$ cat config.mk
export PLATFORM = sky130hd
export DESIGN_NAME = multicycle_controller
export DESIGN_NICKNAME = d
export VERILOG_FILES = /design/src/rtl/multicycle_controller.sv
export SDC_FILE = /design/constraint.sdc
export NUM_CORES = 1
export LEC_CHECK = 0
export BUFFER_PORTS_ARGS = -buffer_cell sky130_fd_sc_hd__buf_4
export CORE_MARGIN = 5
export CORE_UTILIZATION = 38
export CTS_CLUSTER_SIZE = 28
export DETAILED_ROUTE_END_ITERATION = 16
export PLACE_DENSITY = 0.7
export SLEW_MARGIN = 20
export SYNTH_ARGS = -nofsm -noshare
export SYNTH_HDL_FRONTEND = slang
export SYNTH_SLANG_ARGS = --single-unit
$ cat constraint.sdc
create_clock -name clk -period 1.4 [get_ports clk]
set_input_delay 0.28 -clock clk [delete_from_list [all_inputs] [get_ports clk]]
set_output_delay 0.28 -clock clk [all_outputs]
set_load 0.1 [all_outputs]
$ cat src/rtl/multicycle_controller.sv
// Moore control FSM with ALU and immediate-format decoders for a multicycle RISC-V core.
// Defining MULTICYCLE_CTRL_JALR_EN adds the two JALR states; otherwise op 1100111 decodes as an illegal opcode.
module multicycle_controller (
  input  logic       clk,
  input  logic       reset,
  input  logic [6:0] op,
  input  logic [2:0] funct3,
  input  logic       funct7b5,
  input  logic       Zero,
  output logic [1:0] ImmSrc,
  output logic [1:0] ALUSrcA,
  output logic [1:0] ALUSrcB,
  output logic [1:0] ResultSrc,
  output logic       AdrSrc,
  output logic [2:0] ALUControl,
  output logic       IRWrite,
  output logic       PCWrite,
  output logic       RegWrite,
  output logic       MemWrite,
  output logic       InstrDone
);

`ifdef MULTICYCLE_CTRL_JALR_EN
  typedef enum logic [3:0] {
    S_FETCH, S_DECODE, S_MEMADR, S_MEMREAD, S_MEMWB, S_MEMWRITE,
    S_EXECUTER, S_EXECUTEI, S_ALUWB, S_BEQ, S_JAL, S_JALR, S_JALRWB
  } state_t;
`else
  typedef enum logic [3:0] {
    S_FETCH, S_DECODE, S_MEMADR, S_MEMREAD, S_MEMWB, S_MEMWRITE,
    S_EXECUTER, S_EXECUTEI, S_ALUWB, S_BEQ, S_JAL
  } state_t;
`endif

  state_t     state_q, state_d;
  logic [1:0] alu_op;
  logic       pc_update, branch, ir_write_c, reg_write_c, mem_write_c, done_c;

  always_ff @(posedge clk or posedge reset) begin
    if (reset) state_q <= S_FETCH;
    else       state_q <= state_d;
  end

  always_comb begin
    state_d     = S_FETCH;
    ALUSrcA     = 2'b00;
    ALUSrcB     = 2'b00;
    ResultSrc   = 2'b00;
    AdrSrc      = 1'b0;
    alu_op      = 2'b00;
    pc_update   = 1'b0;
    branch      = 1'b0;
    ir_write_c  = 1'b0;
    reg_write_c = 1'b0;
    mem_write_c = 1'b0;
    done_c      = 1'b0;
    case (state_q)
      S_FETCH: begin
        ir_write_c = 1'b1;
        ALUSrcB    = 2'b10;
        ResultSrc  = 2'b10;
        pc_update  = 1'b1;
        state_d    = S_DECODE;
      end
      S_DECODE: begin
        ALUSrcA = 2'b01;
        ALUSrcB = 2'b01;
        case (op)
          7'b0000011, 7'b0100011: state_d = S_MEMADR;
          7'b0110011:             state_d = S_EXECUTER;
          7'b0010011:             state_d = S_EXECUTEI;
          7'b1101111:             state_d = S_JAL;
          7'b1100011:             state_d = S_BEQ;
`ifdef MULTICYCLE_CTRL_JALR_EN
          7'b1100111:             state_d = S_JALR;
`endif
          // Unknown opcode retires right here as a two-cycle nop.
          default: begin
            state_d = S_FETCH;
            done_c  = 1'b1;
          end
        endcase
      end
      S_MEMADR: begin
        ALUSrcA = 2'b10;
        ALUSrcB = 2'b01;
        state_d = (op == 7'b0000011) ? S_MEMREAD : S_MEMWRITE;
      end
      S_MEMREAD: begin
        AdrSrc  = 1'b1;
        state_d = S_MEMWB;
      end
      S_MEMWB: begin
        ResultSrc   = 2'b01;
        reg_write_c = 1'b1;
        done_c      = 1'b1;
      end
      S_MEMWRITE: begin
        AdrSrc      = 1'b1;
        mem_write_c = 1'b1;
        done_c      = 1'b1;
      end
      S_EXECUTER: begin
        ALUSrcA = 2'b10;
        alu_op  = 2'b10;
        state_d = S_ALUWB;
      end
      S_EXECUTEI: begin
        ALUSrcA = 2'b10;
        ALUSrcB = 2'b01;
        alu_op  = 2'b10;
        state_d = S_ALUWB;
      end
      S_ALUWB: begin
        reg_write_c = 1'b1;
        done_c      = 1'b1;
      end
      S_BEQ: begin
        ALUSrcA = 2'b10;
        alu_op  = 2'b01;
        branch  = 1'b1;
        done_c  = 1'b1;
      end
      S_JAL: begin
        ALUSrcA   = 2'b01;
        ALUSrcB   = 2'b10;
        pc_update = 1'b1;
        state_d   = S_ALUWB;
      end
`ifdef MULTICYCLE_CTRL_JALR_EN
      S_JALR: begin
        ALUSrcA   = 2'b10;
        ALUSrcB   = 2'b01;
        ResultSrc = 2'b10;
        pc_update = 1'b1;
        state_d   = S_JALRWB;
      end
      S_JALRWB: begin
        ALUSrcA     = 2'b01;
        ALUSrcB     = 2'b10;
        ResultSrc   = 2'b10;
        reg_write_c = 1'b1;
        done_c      = 1'b1;
      end
`endif
      default: state_d = S_FETCH;
    endcase
  end

  always_comb begin
    ALUControl = 3'b000;
    case (alu_op)
      2'b00: ALUControl = 3'b000;
      2'b01: ALUControl = 3'b001;
      default: begin
        case (funct3)
          3'b000:  ALUControl = (op[5] & funct7b5) ? 3'b001 : 3'b000;
          3'b010:  ALUControl = 3'b101;
          3'b110:  ALUControl = 3'b011;
          3'b111:  ALUControl = 3'b010;
          default: ALUControl = 3'b000;
        endcase
      end
    endcase
  end

  always_comb begin
    ImmSrc = 2'b00;
    case (op)
      7'b0100011: ImmSrc = 2'b01;
      7'b1100011: ImmSrc = 2'b10;
      7'b1101111: ImmSrc = 2'b11;
      default:    ImmSrc = 2'b00;
    endcase
  end

  // Reset squashes strobes combinationally so a write in flight is killed in its own cycle.
  assign IRWrite   = ir_write_c & ~reset;
  assign PCWrite   = (pc_update | (branch & Zero)) & ~reset;
  assign RegWrite  = reg_write_c & ~reset;
  assign MemWrite  = mem_write_c & ~reset;
  assign InstrDone = done_c & ~reset;

endmodule

==> results of run 1 <==
logic make-up after synthesis:
logic type | synth area share [%]
flip-flops | 18.2
AND/OR/NAND/NOR | 41.5
XOR/XNOR | 4.78
multiplexers | 1.82
buffers and inverters | 9.11
AO/OA/AOI/OAI | 24.6
cells in the mapped netlist, types with 2 or more instances:
cell | instances | area [sq um]
nand2b_1 | 2 | 12.5
inv_1 | 5 | 18.8
nor3_1 | 7 | 35.0
xor2_1 | 2 | 17.5
o21ai_0 | 3 | 15.0
nor2b_1 | 5 | 31.3
nand3_1 | 2 | 10.0
nor3b_1 | 3 | 22.5
nor2_1 | 6 | 22.5
nand2_1 | 4 | 15.0
a21oi_1 | 2 | 10.0
dfrtp_1 | 4 | 100
nor4_1 | 3 | 18.8
buf_2 | 4 | 20.0
stage by stage:
step	area [sq um]	instances	hold WS, ns
2_1_floorplan	767	72	0.0784
3_3_place_gp	1220	145	0.345
3_5_place_dp	1220	145	0.347
==> key figures, run 1 <==
Clocking
  – Cts hold-fix bufs: 0
  – CTS HTree Levels: 1
  – Clk Tree Root Cell: clkbuf_4
  – Post-CTS Resized: 71
  – Post-CTS Setup Inserts: 8
  – Maximum clock insertion buffer count: 2
  – Sink Count: 4
  – TritonCTS buffer count: 3

Outcome
  – Status: stopped before the end
  – Log Error: [ERROR DPL-0038] Utilization greater than 100%, impossible to legalize
  – Exit stage: clock tree synthesis (4_1_cts)

Logic synthesis
  – Yosys reg bits: 4
  – Cell Area, Synth: 549 sq um
  – EDFF count, synth: 0
  – Cell variety after synth: 34
  – Mapped Cells: roughly 70
  – Syn_nets: 86
  – Fraction of registers with async set/reset: 100%
  – Seq/Total Area, Yosys: 18.2%
  – Warnings from Yosys: 0
  – Avg Cell Area, Syn: 7.63 sq um
  – Primary FF master, synth: dfrtp_1

Placement
  – Dpl ws: -0.382 ns
  – Port buffer count: 30
  – Routability cong.: 0.893
  – Dpl hpwl: 2.24 mm

Floorplan
  – Io pins: 31
  – Rows: 13
  – Die Ht: 48.0 um
  – Die X: 48.0 um
  – Initial cell density of the core: 41.2%
==> run 2: changes to the inputs <==
Settings changed: CORE_AREA set to 5 5 66 68, CORE_MARGIN 5 to unset, CORE_UTILIZATION 38 to unset, CTS_CLUSTER_SIZE 28 to unset, DIE_AREA set to 0 0 71 73, PLACE_DENSITY 0.7 to unset, PLACE_DENSITY_LB_ADDON set to 0.15.
Clock period 1.4 ns to 1.8 ns, I/O delays scaled along.
==> key figures, run 2 <==
Layout
  – Fillcell total: 380
  – Final net count: 147
  – Layout cell share with drive strength beyond 1: 78.6%
  – Multi-input combinational cell area: 667 sq um
  – Seq. cell area: 105 sq um
  – Most frequent cells in the layout: buf_4 (38), buf_6 (13), buf_12 (9), nor3_4 (6), inv_1 (5)
  – Area delta synth->final: 177%
  – Largest register FFs: 4
  – Ant. Diodes: 0
  – Most flop-heavy register: state_q
  – Post-Layout Cell Count: 181
  – Most common cell after layout, fill and taps aside: buf_4
  – Largest regs: state_q (4)

Clocking
  – TritonCTS buffer count: 3 (unchanged)
  – Clock slew at reported path FFs: ~0.030 ns
  – Clk Tree Root Cell: clkbuf_8
  – CTS HTree Levels: 1 (unchanged)
  – CTS tree: done
  – Worst-Skew Late Latency: 0.22 ns
  – Sink Count: 4 (unchanged)
  – Maximum clock insertion buffer count: 2 (unchanged)

Placement
  – Dpl ws: -0.0160 ns (+0.366 ns)
  – Dpl hpwl: 1.85 mm (-17%)
  – Dpl cells: 166 (+14%)
  – Port buffer count: 30 (unchanged)
  – Routability cong.: 0.730 (-18%)

Floorplan
  – Die X: 71 um (+48%)
  – Die area: slightly above 0.005 sq mm
  – Io pins: 31 (unchanged)
  – Area of the core: 0.00380 sq mm
  – Die Ht: 73 um (+52%)
  – Initial cell density of the core: 14.5% (-27 points)
  – Rows: 23 (+10)

Route
  – Drt total wl: 2.29 mm
  – Routed Antenna Nets: 0
  – Wire per inst: 12.6 um
  – Initial DRC count: 20
  – First-pass DRT Iterations: 4
  – Drt via density: 4.24
  – Routed via count: 767
  – Drt drc: 0

Logic synthesis
  – Syn_nets: 86 (unchanged)
  – Yosys reg bits: 4 (unchanged)
  – Seq/Total Area, Yosys: 18.2% (unchanged)
  – Avg Cell Area, Syn: 7.63 sq um (unchanged)
  – Mapped Cells: 72 (unchanged)
  – Commonest cells in the netlist: nor3_1 (7), nor2_1 (6), inv_1 (5), nor2b_1 (5)
  – Cell with the most instances after synthesis: nor3_1
  – Area contributors post-synth: dfrtp_1 (18%), nor3_1 (6.4%), nor2b_1 (5.7%), nand4bb_4 (5.0%), nor2_1 (4.1%)
  – Synth top area share: 18.2% (unchanged)
  – EDFF count, synth: 0 (unchanged)
  – Synth area leader: dfrtp_1
  – Cell variety after synth: 34 (unchanged)
  – Cell Area, Synth: 549 sq um (unchanged)
  – Primary FF master, synth: dfrtp_1
  – Fraction of registers with async set/reset: 100% (unchanged)
  – Warnings from Yosys: 0 (unchanged)

STA
  – Post-route setup slack: -0.0543 ns
  – Final hold vios: 0
  – F_max: ~0.54 GHz
  – Final number of setup-violating endpoints: 7
  – Final Cycle Share: 103%
  – Worst-Margin Slew: 0.284 ns
  – Unrepaired setup endpoints after global routing: yes
  – Max transition margin: 80.9%
  – Final Slew Violations: 0
  – Final min period: around 1.9 ns
  – Fin Clk Skew: 0.000612 ns

Job
  – MaxCap Viol Count: 0

Power
  – Pwr/cell area: 1100 mW/mm^2
  – Fraction of power consumed by sequential logic: 7.6%
  – Combinational Power Share: 81.2%
  – Power share of the clock group: between 10% and 20%
  – Switch share: 53.6%
  – Pint: approximately 0.00078 W
  – Lkg Pwr: between 0.6 and 0.7 nW
  – Switching power: 0.000898 W
  – VDD IR-drop max: 0.290 mV

Global route
  – First-pass GRT wire length: 3.79 mm
  – Initial antenna violation count: 0
  – Total grt overflow: 0
  – Total track usage: 9.21%
  – Largest net degree at the start of global routing: 8
  – Vias in the first global route: 792

Critical path
  – Reg2reg setup slack: 0.31 ns
  – Data arrival time of the worst path: 1.49 ns
  – Crit path cell chain: nor2b_2 -> a21oi_2 -> a2111oi_4 -> buf_6
  – Worst setup SP type: flop
  – Worst path required time: 1.44 ns
  – Setup CP Type: reg2out
  – R2R depth: 6
  – Reg2reg end: state_q[1]$_DFF_PP0_
  – Reg-to-Reg Start: state_q[1]$_DFF_PP0_
  – Largest fanout on the critical path: 5
  – CP max stage cell: dfrtp_2
  – Worst Setup End Kind: output pin
  – Critical path's largest stage delay: 0.42 ns

Outcome
  – Violated checks: negative setup slack
  – Status: finished, violations left

Hold path
  – Min-Delay Path Class: in2async
## run 2: cell counts after synthesis
Identical to the previous run, type by type.
## run 2: per-stage QoR
stage	hold WS [ns]	power [W]	setup TNS, ns	cell area, sq um	util (%)
after floorplan	0.158	0.000907	-4.19	759	-
after global placement	0.499	0.00118	-0.0739	1140	30.1
after detailed placement	0.492	0.00118	-0.0231	1140	30.1
after CTS	0.298	0.00158	-0.179	1440	38.0
after global routing	0.335	0.00174	-0.801	1520	40.1
final	0.292	0.00168	-0.169	1520	40.1
## run 2: layout make-up
class / count / share of cell area (%)
Clock buffer: 3 / 2.71
Multi-Input combinational cell: 58 / 43.8
Inverter: 5 / 1.23
Sequential cell: 4 / 6.91
Timing Repair Buffer: 61 / 41.2
Tap cell: 50 / 4.11
## run 2: how the worst max path moves through the flow
stage                         startpoint            end  slack [ns]  cells after the start
floorplan           state_q[1]$_DFF_PP0_        IRWrite       -0.68                      3
global placement    state_q[2]$_DFF_PP0_  ALUControl[0]       -0.03                      4
detailed placement  state_q[2]$_DFF_PP0_  ALUControl[0]       -0.02                      4
CTS                 state_q[1]$_DFF_PP0_        PCWrite       -0.05                      4
global route        state_q[0]$_DFF_PP0_        PCWrite       -0.11                      5
finish              state_q[1]$_DFF_PP0_        PCWrite       -0.05                      4
## run 2: power groups by stage
stage | logic (W) | registers [W] | clock network, W
finish | 0.00136 | 0.000127 | 0.000188
global route | 0.00141 | 0.000129 | 0.000204
CTS | 0.00125 | 0.000130 | 0.000192
detailed placement | 0.00106 | 0.000118 | 0
global placement | 0.00106 | 0.000118 | 0
floorplan | 0.000794 | 0.000112 | 0
## run 2: cell families (layout without fill, tap and decap cells)
logic type,Yosys count,in the layout,share of synthesized area (%)
AND/OR/NAND/NOR,37,37,41.5
AO/OA/AOI/OAI,17,17,24.6
buffers and inverters,10,69,9.11
flip-flops,4,4,18.2
XOR/XNOR,3,3,4.78
multiplexers,1,1,1.82
## run 2: per-layer routing
metal | wire length, um | up-vias | track usage, %
li1 | - | 383 | -
met1 | 962 | 354 | 11.8
met2 | 1160 | 25 | 15.4
met3 | 117 | 5 | 0.964
met4 | 46 | 0 | 4.38
met5 | 0 | - | 0
## run 2: what timing repair did
action | 4_1_cts | 5_1_grt
resized for setup | 56 | 10
setup buffers | 6 | 6
endpoints found under the setup margin | 15 | 15
pin swaps | 11 | 5
endpoints found under the hold margin | 0 | 0
hold buffers | 0 | 0
## run 2: critical path, delay by kind of cell (launching register included)
kind / cells / cell delay (ns)
buffers and inverters: 1 / 0.27
AOI/OAI and AO/OA: 2 / 0.37
DFF: 1 / 0.42
and+or+nand+nor: 1 / 0.21
Note: power is estimated with default switching activity, not from simulation.
==> run 3: changes to the inputs <==
--- a/constraint.sdc
+++ b/constraint.sdc
@@ -3,2 +3,2 @@
 set_output_delay 0.36 -clock clk [all_outputs]
-set_load 0.1 [all_outputs]
+set_load 0.05 [all_outputs]
==> key figures, run 3 (synthesis results as in run 2) <==
Layout
  – Most frequent cells in the layout: buf_4 (34), buf_6 (9), nor2_1 (5), inv_1 (4), nor3_1 (4)
  – Final net count: 131 (-11%)
  – Fillcell total: 412 (+8.4%)
  – Most common cell after layout, fill and taps aside: buf_4
  – Area delta synth->final: 113%
  – Largest regs: state_q (4)
  – Most flop-heavy register: state_q
  – Ant. Diodes: 0 (unchanged)
  – Layout cell share with drive strength beyond 1: 66.1% (-13 points)
  – Largest register FFs: 4 (unchanged)
  – Util after Layout: 30.8% (-9.3 points)
  – Post-route cell area: 0.00117 sq mm (-23%)

Power
  – Lkg Pwr: 0.494 nW (-23%)
  – VDD IR-drop max: 0.224 mV (-23%)
  – Pwr/cell area: 974 mW/mm^2 (-12%)

STA
  – Final number of setup-violating endpoints: 1 (-6)
  – Final hold vios: 0 (unchanged)
  – F_max: 0.552 GHz (+2.4%)
  – Worst-Margin Slew: 0.287 ns (+0.00366 ns)
  – Max transition margin: 80.9% (about the same)
  – Final min period: 1.81 ns (-0.0441 ns)
  – Final Slew Violations: 0 (unchanged)
  – Post-route setup slack: -0.0102 ns (+0.0441 ns)
  – Fin Clk Skew: 0.00120 ns (+0.000585 ns)
  – Final Cycle Share: 101% (-2.5 points)
  – Unrepaired setup endpoints after global routing: yes

Critical path
  – Worst Setup End Kind: output pin
  – Crit. Startpoint: state_q[0]$_DFF_PP0_
  – Reg-to-Reg Start: state_q[0]$_DFF_PP0_
  – Data arrival time of the worst path: 1.45 ns (-0.04 ns)
  – Largest fanout on the critical path: 5 (unchanged)
  – Worst path required time: 1.44 ns (about the same)
  – Worst setup SP type: flop
  – Setup CP Type: reg2out

Floorplan
  – Io pins: 31 (unchanged)
  – Die Ht: 73 um (unchanged)
  – Initial cell density of the core: 14.5% (unchanged)
  – Die X: 71 um (unchanged)
  – Area of the core: 0.00380 sq mm (unchanged)
  – Rows: 23 (unchanged)
  – Die area: 0.00518 sq mm (unchanged)

Clocking
  – Clk Tree Root Cell: clkbuf_8
  – Worst-Skew Late Latency: 0.21 ns (about the same)
  – CTS tree: done
  – Sink Count: 4 (unchanged)
  – Cts hold-fix bufs: 0 (unchanged)
  – CTS HTree Levels: 1 (unchanged)
  – TritonCTS buffer count: 3 (unchanged)
  – Clock slew at reported path FFs: 0.03 ns (about the same)
  – Maximum clock insertion buffer count: 2 (unchanged)

Hold path
  – Min-Delay Path Class: in2async

Placement
  – Routability cong.: 0.692 (-5.2%)
  – Port buffer count: 30 (unchanged)
  – Placed cell area: 985 sq um (-14%)
  – Dpl hpwl: 1.66 mm (-10%)

Global route
  – Vias in the first global route: 704 (-11%)
  – Total track usage: 7.74% (-1.5 points)
  – Total grt overflow: 0 (unchanged)
  – First-pass GRT wire length: 3.24 mm (-14%)
  – Initial antenna violation count: 0 (unchanged)
  – Largest net degree at the start of global routing: 14 (+6)

Route
  – Drt total wl: 1.96 mm (-14%)
  – Drt drc: 0 (unchanged)
  – First-pass DRT Iterations: 4 (unchanged)
  – Wire per inst: 11.9 um (-6.0%)
  – Initial DRC count: 28 (+40%)
  – Drt via density: 4.35 (+2.7%)
  – Routed via count: 718 (-6.4%)
  – Routed Antenna Nets: 0 (unchanged)

Outcome
  – Status: finished, violations left
  – Violated checks: negative setup slack

Job
  – MaxCap Viol Count: 0 (unchanged)
[run 3: final timing paths]
path	end	slack [ns]	depth (start not counted)
worst max-delay path	PCWrite	-0.01	5
worst min-delay path	state_q[2]$_DFF_PP0_	0.19	3
worst max register to register	state_q[2]$_DFF_PP0_	0.47	3
worst min register to register	state_q[3]$_DFF_PP0_	0.77	2
max in group asynchronous	state_q[1]$_DFF_PP0_	1.49	3
min in group clk	state_q[2]$_DFF_PP0_	0.50	2
[run 3: power by group]
part | switching (W) | total (W) | internal (W)
Combinational | 0.000485 | 0.000836 | 0.000351
Clock | 0.0000394 | 0.000181 | 0.000142
Sequential | 0.0000179 | 0.000121 | 0.000103
Total | 0.000542 | 0.00114 | 0.000596
[run 3: repair_timing]
| action | 4_1_cts | 5_1_grt |
|---|---|---|
| gates cloned | 0 | 0 |
| resized for setup | 18 | 15 |
| setup endpoints to repair | 10 | 11 |
| setup buffers | 2 | 1 |
| pin swaps | 1 | 1 |
[run 3: layout make-up]
cell class / instances / area (sq um) / area share, %
clock buffers: 3 / 41.3 / 3.53
inverters: 5 / 18.8 / 1.61
well taps: 50 / 62.6 / 5.35
flip-flops and latches: 4 / 104 / 8.89
repair buffers: 45 / 392 / 33.5
multi-input cells: 58 / 551 / 47.1
[run 3: stage by stage]
| stage | TNS, ns | power [W] | hold WS [ns] | worst slack (ns) | cells |
|---|---|---|---|---|---|
| 6_report | -0.0102 | 0.00114 | 0.190 | -0.0102 | 165 |
| 5_1_grt | -0.258 | 0.00120 | 0.211 | -0.0999 | 165 |
| 4_1_cts | -0.0314 | 0.00112 | 0.189 | -0.0133 | 164 |
| 3_5_place_dp | 0 | 0.000851 | 0.409 | 0.0860 | 159 |
| 3_3_place_gp | 0 | 0.000851 | 0.416 | 0.0897 | 159 |
| 2_1_floorplan | -1.97 | 0.000578 | 0.145 | -0.405 | 72 |
[run 3: worst max-delay path, stage by stage, from the launching register on]
cell and delay [ns]:
dfrtp_1 0.41, buf_12 0.15, nor2b_4 0.12, a21oi_2 0.05, a2111oi_4 0.31, buf_6 0.21
[run 3: layer usage]
| metal | share of wire, % | routed length (um) | track usage [%] | up-vias |
|---|---|---|---|---|
| met5 | 0 | 0 | 0 | - |
| met4 | 0.61 | 12 | 2.51 | 0 |
| met3 | 8.3 | 163 | 2.34 | 2 |
| met2 | 46 | 907 | 11.8 | 27 |
| met1 | 45 | 877 | 10.4 | 332 |
| li1 | - | - | - | 357 |
==> run 4: changes to the inputs <==
Settings changed: ABC_AREA set to 1.
==> key figures, run 4 <==
Critical path
  – Worst path required time: 1.44 ns (about the same)
  – Setup CP Type: reg2out
  – Largest fanout on the critical path: 3 (-2)
  – Worst setup SP type: flop
  – Reg-to-Reg Start: state_q[3]$_DFF_PP0_
  – R2R depth: 6 (+3)
  – Worst Setup End Kind: output pin
  – Reg2reg end: state_q[1]$_DFF_PP0_
  – Data arrival time of the worst path: 1.41 ns (-0.04 ns)
  – Reg2reg setup slack: 0.68 ns (+0.21 ns)

Logic synthesis
  – Commonest cells in the netlist: nand2_1 (17), inv_1 (13), nor2_1 (13)
  – Seq/Total Area, Yosys: 21.7% (+3.5 points)
  – EDFF count, synth: 0 (unchanged)
  – Primary FF master, synth: dfrtp_1
  – Avg Cell Area, Syn: 5.68 sq um (-25%)
  – Syn_nets: 95 (+10%)
  – Fraction of registers with async set/reset: 100% (unchanged)
  – Area contributors post-synth: dfrtp_1 (22%), nand2_1 (14%), nand3_1 (12%), inv_1 (11%), nor2_1 (11%)
  – Cell variety after synth: 16 (-53%)
  – Cell Area, Synth: 460 sq um (-16%)
  – Synth area leader: dfrtp_1
  – Mapped Cells: 81 (+13%)
  – Yosys reg bits: 4 (unchanged)
  – Warnings from Yosys: 0 (unchanged)
  – Cell with the most instances after synthesis: nand2_1
  – Synth top area share: 21.7% (+3.5 points)

STA
  – Fin Clk Skew: 0.00337 ns (+0.00217 ns)
  – Final Cycle Share: 98.2% (-2.3 points)
  – Final Slew Violations: 0 (unchanged)
  – F_max: 0.565 GHz (+2.4%)
  – Post-route setup slack: 0.0316 ns (+0.0418 ns)
  – Final hold vios: 0 (unchanged)
  – Unrepaired setup endpoints after global routing: yes
  – Final number of setup-violating endpoints: 0 (-1)
  – Worst-Margin Slew: 0.260 ns (-0.0277 ns)
  – Final min period: 1.77 ns (-0.0418 ns)
  – Max transition margin: 82.6% (+1.8 points)

Power
  – Switching power: 0.000531 W (-2.2%)
  – VDD IR-drop max: 0.256 mV (+14%)
  – Pwr/cell area: 1130 mW/mm^2 (+17%)
  – Combinational Power Share: 68.2% (-5.2 points)
  – Fraction of power consumed by sequential logic: 13.4% (+2.7 points)
  – Pint: 0.000486 W (-18%)
  – PnR Total Power: 0.00102 W (-11%)
  – Switch share: 52.2% (+4.5 points)
  – Power share of the clock group: 18.4% (+2.5 points)
  – Lkg Pwr: 0.464 nW (-6.0%)

Floorplan
  – Rows: 23 (unchanged)
  – Die X: 71 um (unchanged)
  – Die area: 0.00518 sq mm (unchanged)
  – Initial cell density of the core: 12.1% (-2.3 points)
  – Die Ht: 73 um (unchanged)
  – Io pins: 31 (unchanged)
  – Area of the core: 0.00380 sq mm (unchanged)

Layout
  – Util after Layout: 23.6% (-7.2 points)
  – Fillcell total: 460 (+12%)
  – Largest regs: state_q (4)
  – Final net count: 134 (+2.3%)
  – Area delta synth->final: 94.6%
  – Most flop-heavy register: state_q
  – Ant. Diodes: 0 (unchanged)
  – Largest register FFs: 4 (unchanged)
  – Seq. cell area: 104 sq um (unchanged)
  – Most common cell after layout, fill and taps aside: buf_4
  – Most frequent cells in the layout: buf_4 (28), nand2_1 (15), inv_1 (12), nor2_1 (10), nand3_1 (10)
  – Multi-input combinational cell area: 343 sq um (-38%)
  – Layout cell share with drive strength beyond 1: 52.5% (-14 points)

Clocking
  – TritonCTS buffer count: 3 (unchanged)
  – Sink Count: 4 (unchanged)
  – Cts hold-fix bufs: 0 (unchanged)
  – Clock slew at reported path FFs: 0.03 ns (about the same)
  – Clk Tree Root Cell: clkbuf_8
  – CTS HTree Levels: 1 (unchanged)
  – CTS tree: done
  – Worst-Skew Late Latency: 0.22 ns (about the same)
  – Maximum clock insertion buffer count: 2 (unchanged)

Placement
  – Routability cong.: 0.764 (+10%)
  – Port buffer count: 30 (unchanged)
  – Dpl hpwl: 1.51 mm (-9.1%)
  – Dpl ws: 0.151 ns (+0.0647 ns)

Hold path
  – Min-Delay Path Class: in2async

Global route
  – Initial antenna violation count: 0 (unchanged)
  – First-pass GRT wire length: 2.95 mm (-9.2%)
  – Largest net degree at the start of global routing: 8 (-6)
  – Total grt overflow: 0 (unchanged)
  – Total track usage: 7.22% (-0.52 points)
  – Vias in the first global route: 668 (-5.1%)

Route
  – Wire per inst: 10.4 um (-13%)
  – Drt total wl: 1.74 mm (-11%)
  – Initial DRC count: 25 (-11%)
  – First-pass DRT Iterations: 4 (unchanged)
  – Drt via density: 3.85 (-12%)
  – Routed via count: 646 (-10%)
  – Drt drc: 0 (unchanged)
  – Routed Antenna Nets: 0 (unchanged)

Job
  – MaxCap Viol Count: 0 (unchanged)

Outcome
  – Status: completed
[run 4: cell types whose count changed after synthesis, sizes merged, moves of 2 or more]
cell	delta
xor2	-2
nor2b	-5
nand2	+15
nand3	+9
nor3	-5
nand4	+2
o221a	-2
nor2	+11
nand2b	-2
inv	+12
nor4	-3
buf	-5
nor3b	-3
[run 4: logic make-up (layout without fill, tap and decap cells)]
| kind of cell | count (synthesis) | in the layout | synth area share [%] |
|---|---|---|---|
| flip-flops | 4 | 4 | 21.7 |
| AO/OA/AOI/OAI | 8 | 8 | 10.6 |
| AND/OR/NAND/NOR | 52 | 52 | 53.8 |
| buffers and inverters | 17 | 54 | 13.9 |
[run 4: stage by stage]
| step | TNS, ns | area (sq um) | hold slack [ns] | std cells |
|---|---|---|---|---|
| 6_report | 0 | 896 | 0.0782 | 168 |
| 5_1_grt | -0.0803 | 896 | 0.0990 | 168 |
| 4_1_cts | -0.0232 | 855 | 0.0779 | 167 |
| 3_5_place_dp | 0 | 793 | 0.311 | 163 |
| 3_3_place_gp | 0 | 793 | 0.310 | 163 |
| 2_1_floorplan | 0 | 490 | 0.126 | 81 |
[run 4: layout make-up]
type	count	share of cell area, %
Multi-Input combinational cell	60	38.3
Timing Repair Buffer	34	31.4
Sequential cell	4	11.6
Inverter	17	7.12
Tap cell	50	6.98
Clock buffer	3	4.61
[run 4: critical path: stages, from the launching register on]
cell and delay, ns:
dfrtp_2 0.44, nor2_4 0.14, inv_2 0.07, nor2_4 0.08, nand4_1 0.13, a21oi_2 0.16
buf_6 0.17
[run 4: power by group through the flow]
stage	logic, W	clock network, W	registers (W)
6_report	0.000693	0.000187	0.000136
3_3_place_gp	0.000645	0	0.000134
4_1_cts	0.000655	0.000197	0.000133
5_1_grt	0.000741	0.000207	0.000139
2_1_floorplan	0.000440	0	0.000127
3_5_place_dp	0.000643	0	0.000134
[run 4: repair_timing]
item,in CTS,in global routing
setup endpoints to repair,3,9
resized for setup,5,11
pin swaps,2,2
buffers inserted,1,1
[run 4: how the worst max path moves through the flow]
stage / startpoint / endpoint / slack [ns] / cells past startpoint
finish: state_q[3]$_DFF_PP0_ / InstrDone / 0.03 / 6
global route: state_q[3]$_DFF_PP0_ / InstrDone / -0.04 / 6
CTS: state_q[3]$_DFF_PP0_ / InstrDone / -0.02 / 6
detailed placement: op[4] / ImmSrc[0] / 0.15 / 9
global placement: op[4] / ImmSrc[0] / 0.13 / 9
floorplan: state_q[3]$_DFF_PP0_ / ALUControl[1] / 0.05 / 3
[run 4: routing by layer]
layer	global-route usage [%]	up-vias	routed length (um)
li1	-	334	-
met1	8.65	281	783
met2	11.0	31	776
met3	3.03	0	180
met4	3.76	0	0
met5	0	-	0
